$ cat src/rtl/imem_loader_pkg.sv
// Shared types and constants for the instruction-memory loader.
package imem_loader_pkg;

  typedef enum logic [1:0] {
    IDLE  = 2'd0,
    LOAD  = 2'd1,
    DONE  = 2'd2,
    ERROR = 2'd3
  } loader_state_e;

  localparam int unsigned DEF_MEM_BYTES = 148;
  localparam int unsigned BYTE_W        = 8;

endpackage

$ cat src/rtl/imem_loader_if.sv
// Byte stream (valid/ready with last qualifier) feeding the loader.
interface imem_loader_if;
  import imem_loader_pkg::*;

  logic [BYTE_W-1:0] s_data;
  logic              s_valid;
  logic              s_last;
  logic              s_ready;

  modport master (output s_data, output s_valid, output s_last, input s_ready);
  modport slave  (input s_data, input s_valid, input s_last, output s_ready);

endinterface

$ cat src/rtl/imem_loader_csum.sv
// 8-bit running sum (mod 256) with synchronous clear and enable.
module imem_loader_csum
  import imem_loader_pkg::*;
(
  input  logic              clk,
  input  logic              reset,
  input  logic              clr,
  input  logic              en,
  input  logic [BYTE_W-1:0] din,
  output logic [BYTE_W-1:0] sum
);

  logic [BYTE_W-1:0] sum_r;

  // Accumulator register; clear wins over enable.
  always_ff @(posedge clk) begin
    if (reset) begin
      sum_r <= 8'h00;
    end else if (clr) begin
      sum_r <= 8'h00;
    end else if (en) begin
      sum_r <= sum_r + din;
    end else begin
      sum_r <= sum_r;
    end
  end

  assign sum = sum_r;

endmodule

$ cat src/rtl/imem_loader.sv
// Streams a program image into the byte-wide instruction memory and holds the CPU
// in reset until a complete word-aligned image is present. Option: IMEM_LOADER_CHECKSUM_EN.
module imem_loader
  import imem_loader_pkg::*;
#(
  parameter int unsigned MEM_BYTES = DEF_MEM_BYTES,
  parameter int unsigned ADDR_W    = 64
) (
  input  logic                clk,
  input  logic                reset,
  input  logic                start,
  imem_loader_if.slave        s,
  output logic                mem_we,
  output logic [ADDR_W-1:0]   mem_addr,
  output logic [BYTE_W-1:0]   mem_wdata,
  output logic [ADDR_W-1:0]   byte_count,
  output logic                cpu_hold,
  output logic                done,
  output logic                error
);

  localparam logic [ADDR_W-1:0] MAX_COUNT = ADDR_W'(MEM_BYTES);

  loader_state_e     state_r;
  loader_state_e     state_n_s;
  logic              acc_s;
  logic              wr_s;
  logic              clr_s;
  logic              release_s;
  logic              mem_we_r;
  logic [ADDR_W-1:0] mem_addr_r;
  logic [BYTE_W-1:0] mem_wdata_r;
  logic [ADDR_W-1:0] byte_count_r;
  logic              cpu_hold_r;
  logic              done_r;
  logic              error_r;

  assign s.s_ready = (state_r == LOAD);
  assign acc_s     = s.s_valid && (state_r == LOAD);

`ifdef IMEM_LOADER_CHECKSUM_EN
  logic [BYTE_W-1:0] sum_s;

  imem_loader_csum u_csum (
    .clk   (clk),
    .reset (reset),
    .clr   (clr_s),
    .en    (wr_s),
    .din   (s.s_data),
    .sum   (sum_s)
  );
`endif

  // State register.
  always_ff @(posedge clk) begin
    if (reset) begin
      state_r <= IDLE;
    end else begin
      state_r <= state_n_s;
    end
  end

  // Next-state and write/clear decisions.
  always_comb begin
    state_n_s = state_r;
    wr_s      = 1'b0;
    clr_s     = 1'b0;
    case (state_r)
      IDLE, DONE, ERROR: begin
        if (start) begin
          state_n_s = LOAD;
          clr_s     = 1'b1;
        end else begin
          state_n_s = state_r;
        end
      end
      LOAD: begin
        if (acc_s) begin
`ifdef IMEM_LOADER_CHECKSUM_EN
          // The last byte carries the checksum and is never stored.
          if (s.s_last) begin
            if ((sum_s == s.s_data) && (byte_count_r[1:0] == 2'b00)) begin
              state_n_s = DONE;
            end else begin
              state_n_s = ERROR;
            end
          end else if (byte_count_r < MAX_COUNT) begin
            wr_s = 1'b1;
          end else begin
            state_n_s = ERROR;
          end
`else
          if (byte_count_r < MAX_COUNT) begin
            wr_s = 1'b1;
            if (s.s_last) begin
              // count+1 is a multiple of 4 exactly when the low bits are 3
              if (byte_count_r[1:0] == 2'b11) begin
                state_n_s = DONE;
              end else begin
                state_n_s = ERROR;
              end
            end else begin
              state_n_s = LOAD;
            end
          end else begin
            state_n_s = ERROR;
          end
`endif
        end else begin
          state_n_s = LOAD;
        end
      end
      default: begin
        state_n_s = IDLE;
      end
    endcase
  end

  // Status reflects a settled DONE/ERROR; leaving either on start reasserts hold at once.
  assign release_s = (state_r == DONE) && (state_n_s == DONE);

  // Registered write port, byte counter and status outputs.
  always_ff @(posedge clk) begin
    if (reset) begin
      mem_we_r     <= 1'b0;
      mem_addr_r   <= '0;
      mem_wdata_r  <= 8'h00;
      byte_count_r <= '0;
      cpu_hold_r   <= 1'b1;
      done_r       <= 1'b0;
      error_r      <= 1'b0;
    end else begin
      mem_we_r <= wr_s;
      if (wr_s) begin
        mem_addr_r  <= byte_count_r;
        mem_wdata_r <= s.s_data;
      end else begin
        mem_addr_r  <= mem_addr_r;
        mem_wdata_r <= mem_wdata_r;
      end
      if (clr_s) begin
        byte_count_r <= '0;
      end else if (wr_s) begin
        byte_count_r <= byte_count_r + ADDR_W'(1);
      end else begin
        byte_count_r <= byte_count_r;
      end
      cpu_hold_r <= !release_s;
      done_r     <= release_s;
      error_r    <= (state_r == ERROR) && (state_n_s == ERROR);
    end
  end

  assign mem_we     = mem_we_r;
  assign mem_addr   = mem_addr_r;
  assign mem_wdata  = mem_wdata_r;
  assign byte_count = byte_count_r;
  assign cpu_hold   = cpu_hold_r;
  assign done       = done_r;
  assign error      = error_r;

endmodule
$ cat src/flat_wrapper.sv
// flat-port wrapper written by rule: the top's interface ports become plain ports
module imem_loader_flat import imem_loader_pkg::*;
#(
  parameter int unsigned MEM_BYTES = DEF_MEM_BYTES,
  parameter int unsigned ADDR_W    = 64
)
  (clk, reset, start, mem_we, mem_addr, mem_wdata, byte_count, cpu_hold, done, error, s_s_data, s_s_valid, s_s_last, s_s_ready);
  imem_loader_if s_i ();
  input  logic clk;
  input  logic reset;
  input  logic start;
  output logic mem_we;
  output logic [ADDR_W-1:0] mem_addr;
  output logic [BYTE_W-1:0] mem_wdata;
  output logic [ADDR_W-1:0] byte_count;
  output logic cpu_hold;
  output logic done;
  output logic error;
  input wire logic [$bits(s_i.s_data)-1:0] s_s_data;
  input wire logic [$bits(s_i.s_valid)-1:0] s_s_valid;
  input wire logic [$bits(s_i.s_last)-1:0] s_s_last;
  output wire logic [$bits(s_i.s_ready)-1:0] s_s_ready;
  assign s_i.s_data = s_s_data;
  assign s_i.s_valid = s_s_valid;
  assign s_i.s_last = s_s_last;
  assign s_s_ready = s_i.s_ready;
  imem_loader #(.MEM_BYTES(MEM_BYTES), .ADDR_W(ADDR_W)) u_core (.clk(clk), .reset(reset), .start(start), .s(s_i), .mem_we(mem_we), .mem_addr(mem_addr), .mem_wdata(mem_wdata), .byte_count(byte_count), .cpu_hold(cpu_hold), .done(done), .error(error));
endmodule
$ cat config.mk
export PLATFORM = sky130hd
export DESIGN_NAME = imem_loader_flat
export DESIGN_NICKNAME = d
export VERILOG_FILES = /design/src/rtl/imem_loader_pkg.sv /design/src/rtl/imem_loader_if.sv /design/src/rtl/imem_loader_csum.sv /design/src/rtl/imem_loader.sv /design/src/flat_wrapper.sv
export SDC_FILE = /design/constraint.sdc
export NUM_CORES = 1
export LEC_CHECK = 0
export ABC_AREA = 1
export BUFFER_PORTS_ARGS = -buffer_cell sky130_fd_sc_hd__buf_2
export CAP_MARGIN = 20
export CORE_MARGIN = 2
export CORE_UTILIZATION = 49
export DETAILED_ROUTE_END_ITERATION = 8
export HOLD_SLACK_MARGIN = 0.12
export PLACE_DENSITY = 0.75
export SLEW_MARGIN = 40
export SYNTH_ARGS = -nofsm -noshare
export SYNTH_HDL_FRONTEND = slang
export SYNTH_HIERARCHICAL = 1
export SYNTH_SLANG_ARGS = --single-unit
$ cat constraint.sdc
create_clock -name clk -period 1.8 [get_ports clk]
set_input_delay 0.18 -clock clk [delete_from_list [all_inputs] [get_ports clk]]
set_output_delay 0.18 -clock clk [all_outputs]
set_load 0.05 [all_outputs]
* Word level (Yosys, flattened, before mapping)
Cells that the tools add are included.
Word-level totals: bits in registers 142, latch bits 0, memory bits (writable) 0, bits in read-only memories 0, input port bits 13, memories kept 0
Cells by class: add/subtract/negate cells 1, multipliers 0, div/mod/pow operators 0, $lt $le $gt $ge 1, eq/ne operators 6, shift-type cells 0, multiplexer cells 11, bitwise logic cells 0, reduce and logical (&&, ||, !) cells 7
Operators with widths (count):
- $add 64x1->64 const B | 1
- $lt 64x8->1 const B | 1
- $eq 2x2->1 const B | 5
- $mux 2 | 4
- $mux 1 | 6
- $pmux 2 s2 | 1
- $logic_and 1x1->1 | 3
- $reduce_or 3->1 | 1
- $eq 2x1->1 const B | 1
- $logic_not 2->1 | 1
- $reduce_or 2->1 | 1
- $logic_not 1->1 | 1

* Logic depth before layout (Yosys ltp)
depth after elaboration 9, mapped depth 10, gate-level depth less buffers 10

* Worst setup path before layout
Ideal clock, no wire load.
path type flip-flop to flip-flop, start point reg u_core.byte_count_r[6] (netlist: u_core/byte_count[6]), end point reg u_core.mem_addr_r[2] (netlist: u_core/mem_addr[2]), arrival time 1639 ps, slack 90 ps, cell stages (with the launch flop) 10, buffers on the path 1, cells stage by stage dfxtp_1 > nor2_1 > nand3_1 > nand3_1 > nor2_2 > nand3_2 > inv_2 > buf_6 > nand2_1 > a21oi_1
Between the ends: cells in the longest elaborated chain, start to end 4
RTL lines:
- start: declaration | line imem_loader.sv:33 | logic [ADDR_W-1:0] byte_count_r;
- start signal: assignment | line imem_loader.sv:144 | byte_count_r <= byte_count_r + ADDR_W'(1);
- start signal: assignment | line imem_loader.sv:146 | byte_count_r <= byte_count_r;
- $lt 64x8->1 | line imem_loader.sv:93 | if (byte_count_r < MAX_COUNT) begin
- $mux 1 | line imem_loader.sv:93
- $mux 1 | line imem_loader.sv:78 | if (acc_s) begin
- $mux 1 | line imem_loader.sv:68 | case (state_r)
- end signal: assignment | line imem_loader.sv:135 | mem_addr_r <= byte_count_r;
- end signal: assignment | line imem_loader.sv:138 | mem_addr_r <= mem_addr_r;
- end: declaration | line imem_loader.sv:31 | logic [ADDR_W-1:0] mem_addr_r;
Every way passes these cells. A chain may end at the register's enable or synchronous reset.

* Worst setup path in the final report
start point reg u_core.byte_count_r[5] (netlist: u_core/byte_count[5]), end point reg u_core.mem_wdata_r[1] (netlist: u_core/mem_wdata[1])
Between the ends: cells in the longest elaborated chain, start to end 4
RTL lines:
- $lt 64x8->1 | line imem_loader.sv:93
- $mux 1 | line imem_loader.sv:93
- $mux 1 | line imem_loader.sv:78
- $mux 1 | line imem_loader.sv:68
- end signal: assignment | line imem_loader.sv:136 | mem_wdata_r <= s.s_data;
- end signal: assignment | line imem_loader.sv:139 | mem_wdata_r <= mem_wdata_r;
- end: declaration | line imem_loader.sv:32 | logic [BYTE_W-1:0] mem_wdata_r;
Every way passes these cells.

==> out/metrics.yaml <==
cells_and_area:
  n_antenna_cell: 0
  syn_to_final_growth_pct: 34.0
  multi_input_area_sq_um: 1350
  drive_above_1_share: 0.268
  post-route-util: 0.669
  final_area_sq_um: 6130
  final-seq-area_sq_um: 2840
  final_cells: 861
  final_nets: 751
  fillCellCount: 794
clocking:
  clkTransAtPathRegs_ns: 0.06
  htree_levels: 4
  insertion_delay_ns: 0.51
  cts_tree: "yes"
  cts_sinks: 142
  cts_root_buf: "clkbuf_8"
  clockBufferDepth: 2
  cts_made_buffers: 17
  cts_setup_buffers: 0
detailed_routing:
  avgViaCountPerCell: 4.53
  routed-via-count: 3898
  drt-pass1-iter-count: 4
  drt_iter0_drc: 176
  wl_um: 10200
  avgRoutedWirePerCell_um: 11.8
  ant_nets: 0
  drt_drc_violations_left: 0
logic_synthesis:
  syn_area_per_cell_sq_um: 8.03
  synth_cell_types: 20
  yosysWarnings: 6
  synthesis.area_sq_um: 4570
  syn_nets: 583
  synth-seq-cells: 142
  synthArstFlopShare: 0
  synth_flop_cell: "dfxtp_1"
  synth_edf_count: 0
  synth-seq-area-share: 0.622
  netlist_instances: 569
timing:
  rsz0062_at_grt: "yes"
  clock.fmax_mhz: 596
  hold_viol: 0
  relSlewSlack: 0.535
  setup_slack_ns: 0.121
  fin_tns_setup_ns: 0
  final-setup-viol-count: 0
  min_period_ns: 1.68
  max_slew.worst_pin.slew_ns: 0.697
  slew_violations: 0
  skew_ns: 0.0103
  fin_crit_sh: 0.933
placement:
  dp_slack_ns: 0.0978
  dp_hpwl_um: 6860
  numPortBuffers: 153
  place_inst: 817
  placed_cell_area_sq_um: 5440
  gp_congestion: 0.789
worst_hold_path:
  hold_class: "flop to flop"
  min_from: "u_core/mem_addr[14]"
power_and_ir_drop:
  intPower_mw: 5.07
  power_density_nw_per_um2: 1080
  p_comb_frac: 0.043
  clkPwrFrac: 0.479
  p_seq_frac: 0.478
  netSwitchingFraction: 0.235
  p_switching_mw: 1.56
  p_leak_nw: 2.92
  peakVddDrop_uv: 657
worst_setup_path:
  arrival_ns: 2.04
  critical-path-max-stage-delay_ns: 0.46
  critPathSlowestCell: "dfxtp_1"
  cp_max_fo: 53
  startpoint: "u_core/byte_count[5]"
  worstPathRequired_ns: 2.16
  crit_type: "flop to flop"
  r2r_start: "u_core/byte_count[5]"
  start_kind: "flop"
  path_cells: "nor2_1, nand3_1, nand3_1, nor2_2, nand3_2, buf_6, nand2_1, a21oi_1"
  crit_top_cell: "nand3_1"
  worstSetupEndpointType: "flop"
run_status:
  status: "complete, no violations"
flow_run:
  maxCapViolCount: 0
grt:
  grt_max_degree: 74
  antenna_found_initial: 0
  first_global_vias: 3581
  grt_overflow: 0
  grt_util_all_layers: 0.204
  grt_pass1_wl_um: 16300
die:
  dieArea_sq_um: 10100
  rows: 35
  fp.dieH_um: 101
  ioPinCount: 154
  start_util: 0.499
  die_x_um: 101
  coreArea_sq_um: 9150
[state kept, by name, indices dropped and copies added, names as in the netlist]
name               cells
u_core/state_r         2
u_core/done            1
u_core/cpu_hold        1
u_core/mem_we          1
u_core/byte_count     64
u_core/mem_addr       64
u_core/mem_wdata       8
u_core/error           1
[worst max-delay path: cells and delay by family (launching register included)]
family / cells / cell delay [ns]
and+or+nand+nor: 6 / 0.74
DFF: 1 / 0.46
buffers and inverters: 1 / 0.25
AOI/OAI and AO/OA: 1 / 0.07
[cell type report]
cell class / count / share of cell area
Clock buffer: 20 / 0.0743
Clock inverter: 12 / 0.0163
Inverter: 73 / 0.0451
Multi-Input combinational cell: 330 / 0.220
Sequential cell: 142 / 0.464
Tap cell: 111 / 0.0227
Timing Repair Buffer: 173 / 0.157
[layer usage]
layer	share of wire	GRT usage	up-vias
met3	0.048	0.0693	16
li1	-	-	2011
met1	0.43	0.232	1770
met5	0	0	-
met2	0.50	0.347	101
met4	0.019	0.0906	0
[power groups by stage]
stage	registers [mW]	logic, mW	clock network [mW]
floorplan	3.28	0.152	0
global route	3.17	0.309	3.40
finish	3.17	0.284	3.18
detailed placement	3.24	0.263	0
CTS	3.17	0.284	3.25
global placement	3.24	0.257	0
[stage by stage]
stage / total power [mW] / hold slack, ns
after global placement: 3.49 / 0.392
after global routing: 6.87 / 0.451
final: 6.63 / 0.435
after CTS: 6.70 / 0.435
after detailed placement: 3.50 / 0.401
after floorplan: 3.43 / 0.323
[cells in the final DEF (no fill, tap or decap)]
cell / n
a21oi_1: 25
buf_12: 1
buf_2: 153
buf_4: 6
buf_6: 1
clkbuf_16: 16
clkbuf_8: 4
clkinv_1: 1
clkinv_4: 3
clkinvlp_4: 4
dfxtp_1: 142
dlygate4sd3_1: 12
ha_1: 1
inv_1: 69
inv_2: 2
inv_4: 1
inv_6: 5
nand2_1: 130
nand3_1: 9
nand3_2: 1
nand4_1: 1
nor2_1: 151
nor2_2: 3
nor3_1: 1
o21ai_0: 1
o21ai_4: 1
o21bai_1: 1
xor2_1: 5
[final timing paths]
| path | endpoint | slack (ns) | cells past startpoint |
|---|---|---|---|
| worst max register to register | u_core/mem_wdata[1] | 0.12 | 8 |
| worst min-delay path | u_core/mem_addr[14] | 0.44 | 2 |
| worst max-delay path | u_core/mem_wdata[1] | 0.12 | 8 |
| worst min register to register | u_core/mem_addr[14] | 0.44 | 2 |
[kinds of logic after synthesis]
group                      Yosys count  share of synthesized area
buffers and inverters               97                     0.0851
and+or+nand+nor                    296                      0.249
adders and majority gates            1                    0.00274
DFF                                142                      0.622
AOI/OAI and AO/OA                   28                     0.0312
xor gates and xnor gates             5                    0.00958
[Yosys cell counts (2+ instances only)]
master | n | area [sq um]
a21oi_1 | 25 | 125
buf_2 | 8 | 40.0
buf_6 | 2 | 22.5
clkbuf_1 | 14 | 52.6
dfxtp_1 | 142 | 2840
inv_1 | 69 | 259
inv_2 | 3 | 11.3
nand2_1 | 130 | 488
nand3_1 | 9 | 45.0
nor2_1 | 151 | 567
nor2_2 | 3 | 18.8
xor2_1 | 5 | 43.8
[timing repair]
| action | 4_1_cts | 5_1_grt |
|---|---|---|
| endpoints found under the hold margin | 13 | 0 |
| setup endpoints to repair | 0 | 70 |
| hold buffers | 12 | 0 |
| resized for setup | 0 | 3 |
Power figures use the tool's default switching activity.
